**config.mk**
```make
export PLATFORM = sky130hd
export DESIGN_NAME = ga_run_sequencer
export DESIGN_NICKNAME = d
export VERILOG_FILES = /design/src/rtl/ga_run_sequencer.sv
export SDC_FILE = /design/constraint.sdc
export NUM_CORES = 1
export LEC_CHECK = 0
export CELL_PAD_IN_SITES_DETAIL_PLACEMENT = 1
export CELL_PAD_IN_SITES_GLOBAL_PLACEMENT = 1
export CORE_MARGIN = 5
export CORE_UTILIZATION = 47
export DETAILED_ROUTE_END_ITERATION = 6
export GPL_TIMING_DRIVEN = 0
export PLACE_DENSITY = 0.78
export SLEW_MARGIN = 20
export SYNTH_ARGS = -nofsm -noshare
export SYNTH_HDL_FRONTEND = slang
export SYNTH_SLANG_ARGS = --single-unit
```
**constraint.sdc**
```tcl
create_clock -name clk -period 3.6 [get_ports clk]
set_input_delay 0.72 -clock clk [delete_from_list [all_inputs] [get_ports clk]]
set_output_delay 0.72 -clock clk [all_outputs]
set_load 0.01 [all_outputs]
```
**src/rtl/ga_run_sequencer.sv**
```systemverilog
// Sequences NUM_RUNS GA engine runs: preloads the population, waits for completion,
// captures per-run and overall-best results. Optional watchdog: GA_RUN_SEQ_WATCHDOG_EN.
module ga_run_sequencer #(
  parameter int CHROMOSOME_WIDTH = 16,
  parameter int FITNESS_WIDTH    = 14,
  parameter int POPULATION_SIZE  = 16,
  parameter int NUM_RUNS         = 4,
  parameter int TIMEOUT_CYCLES   = 65535
) (
  input  logic                               clk,
  input  logic                               rst,
  input  logic                               pl_we,
  input  logic [$clog2(POPULATION_SIZE)-1:0] pl_addr,
  input  logic [CHROMOSOME_WIDTH-1:0]        pl_data,
  input  logic                               cmd_start,
  input  logic                               cmd_abort,
  input  logic                               ga_init_ready,
  input  logic [$clog2(POPULATION_SIZE)-1:0] ga_init_idx,
  input  logic                               ga_done,
  input  logic                               ga_perfect,
  input  logic [CHROMOSOME_WIDTH-1:0]        ga_best_chr,
  input  logic [FITNESS_WIDTH-1:0]           ga_best_fit,
  output logic                               ga_start,
  output logic                               ga_load,
  output logic [CHROMOSOME_WIDTH-1:0]        ga_data,
  output logic                               seq_busy,
  output logic                               seq_done,
  output logic [7:0]                         run_idx,
  output logic                               res_valid,
  output logic [CHROMOSOME_WIDTH-1:0]        res_best_chr,
  output logic [FITNESS_WIDTH-1:0]           res_best_fit,
  output logic                               res_perfect,
  output logic                               res_timeout,
  output logic [CHROMOSOME_WIDTH-1:0]        overall_best_chr,
  output logic [FITNESS_WIDTH-1:0]           overall_best_fit
);
  localparam int AW = $clog2(POPULATION_SIZE);

  typedef enum logic [2:0] {S_IDLE, S_START, S_LOAD, S_RUN, S_CAPTURE, S_FINISH} state_t;

  state_t                      state_q;
  logic [CHROMOSOME_WIDTH-1:0] mem [POPULATION_SIZE];
  logic [AW-1:0]               load_cnt_q;
  logic                        ga_start_q, ga_load_q, seq_busy_q, seq_done_q, res_valid_q;
  logic                        res_perfect_q;
  logic [CHROMOSOME_WIDTH-1:0] ga_data_q, res_chr_q, ob_chr_q;
  logic [FITNESS_WIDTH-1:0]    res_fit_q, ob_fit_q;
  logic [7:0]                  run_idx_q;
  logic                        wd_hit;
  logic                        last_run;

  // Preload RAM is never reset; a same-cycle read sees the pre-write value.
  always_ff @(posedge clk) begin
    if (pl_we) mem[pl_addr] <= pl_data;
  end

`ifdef GA_RUN_SEQ_WATCHDOG_EN
  localparam int CW = $clog2(TIMEOUT_CYCLES + 1);
  logic [CW-1:0] cyc_q;
  logic          res_timeout_q;
  assign wd_hit      = (cyc_q == CW'(TIMEOUT_CYCLES - 1));
  assign res_timeout = res_timeout_q;
`else
  assign wd_hit      = 1'b0;
  assign res_timeout = 1'b0;
`endif

  assign last_run = (run_idx_q == 8'(NUM_RUNS - 1));

  always_ff @(posedge clk) begin
    if (!rst) begin
      state_q       <= S_IDLE;
      load_cnt_q    <= '0;
      ga_start_q    <= 1'b0;
      ga_load_q     <= 1'b0;
      ga_data_q     <= '0;
      seq_busy_q    <= 1'b0;
      seq_done_q    <= 1'b0;
      run_idx_q     <= '0;
      res_valid_q   <= 1'b0;
      res_chr_q     <= '0;
      res_fit_q     <= '0;
      res_perfect_q <= 1'b0;
      ob_chr_q      <= '0;
      ob_fit_q      <= '0;
`ifdef GA_RUN_SEQ_WATCHDOG_EN
      cyc_q         <= '0;
      res_timeout_q <= 1'b0;
`endif
    end else begin
      ga_start_q  <= 1'b0;
      ga_load_q   <= 1'b0;
      res_valid_q <= 1'b0;
      seq_done_q  <= 1'b0;
`ifdef GA_RUN_SEQ_WATCHDOG_EN
      cyc_q       <= '0;
`endif
      case (state_q)
        S_IDLE: if (cmd_start) begin
          state_q    <= S_START;
          ga_start_q <= 1'b1;
          seq_busy_q <= 1'b1;
          run_idx_q  <= '0;
          ob_fit_q   <= '0;
          ob_chr_q   <= '0;
        end
        S_START: begin
          load_cnt_q <= '0;
          state_q    <= S_LOAD;
        end
        // Load only the index the engine asks for; a mismatched request just stalls.
        S_LOAD: if (ga_init_ready && ga_init_idx == load_cnt_q) begin
          ga_load_q  <= 1'b1;
          ga_data_q  <= mem[load_cnt_q];
          load_cnt_q <= load_cnt_q + 1'b1;
          if (load_cnt_q == AW'(POPULATION_SIZE - 1)) state_q <= S_RUN;
        end
        S_RUN: begin
`ifdef GA_RUN_SEQ_WATCHDOG_EN
          cyc_q <= cyc_q + 1'b1;
`endif
          if (ga_done || wd_hit) begin
            state_q       <= S_CAPTURE;
            res_valid_q   <= 1'b1;
            res_chr_q     <= ga_best_chr;
            res_fit_q     <= ga_best_fit;
            res_perfect_q <= ga_perfect;
`ifdef GA_RUN_SEQ_WATCHDOG_EN
            res_timeout_q <= !ga_done;
`endif
            if (run_idx_q == 8'd0 || ga_best_fit > ob_fit_q) begin
              ob_fit_q <= ga_best_fit;
              ob_chr_q <= ga_best_chr;
            end
          end
        end
        S_CAPTURE: if (last_run || res_perfect_q) begin
          state_q    <= S_FINISH;
          seq_done_q <= 1'b1;
        end else begin
          run_idx_q  <= run_idx_q + 8'd1;
          state_q    <= S_START;
          ga_start_q <= 1'b1;
        end
        S_FINISH: begin
          state_q    <= S_IDLE;
          seq_busy_q <= 1'b0;
        end
        default: begin
          state_q    <= S_IDLE;
          seq_busy_q <= 1'b0;
        end
      endcase
      // Abort overrides everything decided above, including a same-cycle ga_done.
      if (cmd_abort && state_q != S_IDLE) begin
        state_q     <= S_IDLE;
        seq_busy_q  <= 1'b0;
        ga_start_q  <= 1'b0;
        ga_load_q   <= 1'b0;
        res_valid_q <= 1'b0;
        seq_done_q  <= 1'b0;
      end
    end
  end

  assign ga_start         = ga_start_q;
  assign ga_load          = ga_load_q;
  assign ga_data          = ga_data_q;
  assign seq_busy         = seq_busy_q;
  assign seq_done         = seq_done_q;
  assign run_idx          = run_idx_q;
  assign res_valid        = res_valid_q;
  assign res_best_chr     = res_chr_q;
  assign res_best_fit     = res_fit_q;
  assign res_perfect      = res_perfect_q;
  assign overall_best_chr = ob_chr_q;
  assign overall_best_fit = ob_fit_q;
endmodule

```
After elaboration in Yosys (flattened, before gate mapping)
Memory sizes are Yosys's and may differ from the RTL's. A register that Yosys moved wholly into a read port is not among the register bits. Cells that the tools add are included.

Output and inout port bits: 91. Bits in registers: 81. Word-level logic and storage cells: 87. Memory bits (writable): 256. Memories kept: 1. Input bits: 62.

Memories: mem (depth 16, bits a word 16, rd ports 1, clocked after memory_dff 1, write ports 1, line 42) `logic [CHROMOSOME_WIDTH-1:0] mem [POPULATION_SIZE];`.

Bitwise gates (word level): 5. Equality and inequality tests: 13. Mux-type cells: 29. Reductions and logical operators: 23. Order comparisons: 1. $add $sub $neg: 2.

Operator list (count): $mux W16 (3); $mux W14 (3); $pmux W16 S2 (1); $pmux W14 S2 (1); $mux W8 (2); $pmux W8 S2 (1); $mux W3 (5); $pmux W3 S5 (1); $gt A14 B14 Y1 (1); $ne A2 B2 Y1 const B (6); $reduce_or A3 Y1 (3); $add A8 B1 Y8 const B (1); $eq A8 B2 Y1 const B (1); $logic_not A8 Y1 (1); $mux W1 (8); $pmux W4 S2 (1); $reduce_and A2 Y1 (4); $reduce_and A4 Y1 (2); $eq A3 B2 Y1 const B (2); $reduce_bool A2 Y1 (3); $not A1 Y1 (5); $add A4 B1 Y4 const B (1); $eq A4 B4 Y1 (1); $eq A4 B4 Y1 const B (1); 12 further kinds (15).

Longest topological paths before layout
Gate-level depths: netlist of the first run.

Depth after elaboration: 5. Mapped depth: 9. Mapped depth without buffers: 7.

Worst setup path before layout of the first run
No wires, ideal clock.

Kind: input to register. Start point: input port pl_addr[2]. End point: memory mem[0][0] (enable). Data arrival time: 2366 ps. Data required time: 3191 ps. Path buffers: 0. Stages on the path: 2. Setup time: 409 ps. Slack: 825 ps. Cells stage by stage: or3b_2 nor3_1.

RTL lines: start, declared (line 13) `input logic [$clog2(POPULATION_SIZE)-1:0] pl_addr,`; end, declared (line 42).

Straight into the memory's write port.

Worst setup path after layout of the first run
Start point: register load_cnt_q[1]. End point: register ga_data_q[13] (netlist: ga_data[13]), read port of mem.

Cells in the longest elaborated chain, start to end: 3.

RTL lines: start, declared (line 43) `logic [AW-1:0] load_cnt_q;`; start signal, assigned (line 115) `load_cnt_q <= load_cnt_q + 1'b1;`; $eq A4 B4 Y1 (line 112) `S_LOAD: if (ga_init_ready && ga_init_idx == load_cnt_q) begin`; $logic_and A1 B1 Y1 (line 112); $reduce_and A2 Y1 (no source line); end, declared (line 46) `logic [CHROMOSOME_WIDTH-1:0] ga_data_q, res_chr_q, ob_chr_q;`.

Parallel ways exist; a longest one is shown, timed or not. A chain may end at the register's enable or synchronous reset.

==> flow_summary_export.csv, run 1 <==
group,metric,value,unit
status,status,"completed",
route,route.vias.total,8569,
die,ios,153,
die,die_w,183,um
route,routed_wirelength,38400,um
job,cap_violations,0,
worst_setup_path,critPathRequiredTime,4.01,ns
placed_design,preCtsSetupSlack,0.393,ns
sta,period_needed,3.17,ns
power,p_total,8850,uW
placed_design,hpwl,26100,um
clock_tree,clock-sinks,353,
global_routing,first_global_vias,9141,
die,core,29600,um2
die,start_util,47.4,%
final_layout,areaGrowthSynthToFinish,24.9,%
route,first_pass_iters,5,
yosys,synth_area,14000,um2
clock_tree,ctsHoldBuffers,0,
yosys,syn_nets,953,
worst_setup_path,reg2reg_depth,5,
worst_setup_path,critPathCapture,"ga_data[13]",
yosys,synth_area_per_cell,16.0,um2
clock_tree,max-clock-path-buffers,3,
clock_tree,clk_latency,0.54,ns
worst_setup_path,end_kind,"register",
yosys,yosys.cell_types.count,47,
yosys,async_flop_share,0,%
final_layout,antenna_cells,0,
final_layout,drive_gt1_share,16.5,%
yosys,synth_edf_count,256,
sta,final.setup.worst_slack,0.428,ns
clock_tree,cts_tree,"done",
clock_tree,post_cts_buffers,0,
route,drc,0,
power,ir_worst_vdd,0.000404,V
sta,fin_setup_tns,0,ns
clock_tree,cts-buffers-inserted,38,
die,die_h,183,um
worst_setup_path,startpoint_type,"register",
die,fp.dieArea,33400,um2
worst_setup_path,r2r-start,"load_cnt_q[1]",
sta,finalCritPeriodShare,88.1,%
sta,relSlewSlack,33.6,%
clock_tree,ctsHtreeMaxLevel,2,
worst_setup_path,r2r_setup_slack,0.43,ns
sta,max_freq,315,MHz
min_path,hold-path-cell-count,2,
worst_setup_path,critical_path_arrival,3.59,ns
global_routing,grt.total_usage,23.0,%
global_routing,grt_overflow,0,
clock_tree,clk_pin_slew,0.06,ns
die,rows,63,
clock_tree,cts_resized,0,
route,initialDrtViolationCount,533,
min_path,hold_path.class,"register to register",
route,ant_nets,0,
sta,grt_setup_unrepaired,"no",
global_routing,grt_antenna_before_repair,1,
worst_setup_path,worstSetupPathType,"register to register",
sta,tightest_slew,0.996,ns
placed_design,portBuffers,150,
sta,slew_viol_final,0,
placed_design,gp_congestion,0.813,
global_routing,grt_max_degree,17,
final_layout,utilization,59.2,%
global_routing,grt_first_pass_wirelength,57700,um
route,drt-vias-per-instance,5.72,
sta,finClkSkew,0.0242,ns
route,wl_per_cell,25.6,um
worst_setup_path,startpoint,"load_cnt_q[1]",
worst_setup_path,crit_fanout,10,
yosys,yosysWarnings,0,
sta,setup_violations,0,
final_layout,num-fill-cells,2738,
yosys,ys_seq_area_share,68.7,%
power,pwr_density_cell,506,nW/um2
yosys,synthCells,874,
power,leakagePower,0.00557,uW
yosys,ys_ff_latch,353,
final_layout,final_nets,1156,
sta,final_hold_viol_count,0,
worst_setup_path,r2r-end,"ga_data[13]",
yosys,synthFlopType,"edfxtp_1",
clock_tree,cts_root_buffer,"clkbuf_16",
## flip-flops by register name (all words and copies together), names as in the netlist, 4 cells and up
name              cells
ga_data              16
overall_best_fit     14
res_best_fit         14
mem                 256
res_best_chr         16
overall_best_chr     16
run_idx               8
load_cnt_q            4
## worst min-delay path by stage
stage                               startpoint                    to
after floorplan            overall_best_chr[0]   overall_best_chr[0]
after global placement     overall_best_chr[8]   overall_best_chr[8]
after detailed placement  overall_best_chr[11]  overall_best_chr[11]
after CTS                 overall_best_chr[11]  overall_best_chr[11]
after global routing      overall_best_chr[12]  overall_best_chr[12]
final                     overall_best_chr[11]  overall_best_chr[11]
## critical path, cell delays in order (launching register included)
cell and delay, ns:
dfxtp_1 0.44, buf_1 0.65, clkbuf_1 0.80, mux4_2 0.44, mux4_1 0.57, o2bb2ai_1 0.15
## layout make-up
| cell class | count | area [um2] | area share [%] |
|---|---|---|---|
| flip-flops and latches | 353 | 9630 | 55.0 |
| repair buffers | 163 | 1640 | 9.37 |
| plain buffers | 54 | 268 | 1.53 |
| clock buffers | 50 | 1050 | 5.98 |
| clock inverters | 20 | 224 | 1.28 |
| well taps | 390 | 488 | 2.79 |
| multi-input cells | 446 | 4130 | 23.6 |
| inverters | 21 | 78.8 | 0.450 |
## metal layers
metal	routed length, um	track usage (%)	vias up
met5	13	0	-
li1	-	-	3756
met4	688	5.37	2
met3	2490	4.25	59
met1	15200	29.5	4428
met2	20000	40.9	324
## cells by family (layout without fill, tap and decap cells)
| kind of cell | after synthesis | count (layout) | share of synthesized area [%] |
|---|---|---|---|
| flops | 353 | 353 | 68.7 |
| simple gates | 225 | 225 | 7.12 |
| mux | 110 | 110 | 15.1 |
| compound gates | 82 | 82 | 4.34 |
| buf+inv | 75 | 308 | 2.47 |
| fa+ha+maj | 17 | 17 | 1.52 |
| xor+xnor | 11 | 11 | 0.687 |
| other cells | 1 | 1 | 0.0268 |
## placed cells by master (no fill, tap or decap), types with 3 or more instances in the layout
master           count
nand3_1             38
bufinv_16            4
buf_2                7
clkinv_1             4
nand2_1            121
clkdlybuf4s50_1    150
a311oi_1             3
buf_4                8
nor2_2               5
and3_1               3
xor2_1               7
clkinv_2             8
nor3_2               4
nor4_1               3
inv_1               21
ha_1                17
mux4_2              75
a21boi_0            34
clkbuf_16           39
o21ai_0              5
a21oi_1             10
nand4_1              7
mux4_1               5
buf_1                4
nor3_1               5
dfxtp_1             97
nor2_4               7
buf_8                3
edfxtp_1           256
nor2_1              17
o2111ai_1            3
o2bb2ai_1           16
clkbuf_8             3
mux2i_1             30
buf_6               11
xnor2_1              4
a21o_1               3
clkbuf_1            42
## synth_stat cells (all sizes together) (17+ instances only)
| library cell | count | area share (%) |
|---|---|---|
| edfxtp | 256 | 55 |
| nand2 | 121 | 3.2 |
| dfxtp | 97 | 14 |
| mux4 | 80 | 13 |
| nand3 | 38 | 1.4 |
| a21boi | 34 | 1.8 |
| clkbuf | 34 | 0.91 |
| mux2i | 30 | 2.1 |
| nor2 | 30 | 0.92 |
| inv | 21 | 0.56 |
| buf | 20 | 1.0 |
| ha | 17 | 1.5 |
## metrics by stage
step	hold WS, ns	cell area, um2	std cells
3_5_place_dp	0.455	16200	1427
3_3_place_gp	0.443	16000	1414
4_1_cts	0.464	17500	1497
2_1_floorplan	0.479	14000	874
6_report	0.461	17500	1497
5_1_grt	0.480	17500	1497
## power by group
part / switching [uW] / internal, uW
combinational: 266 / 186
clock: 1590 / 2350
sequential: 25.4 / 4430
total: 1880 / 6970
(Power assumes the default switching activity.)
==> run 2: changes to the inputs <==
Settings changed: SETUP_SLACK_MARGIN set to 0.15.
==> results of run 2 <==
The final DEF is identical to that of run 1; final timing and power are the same.
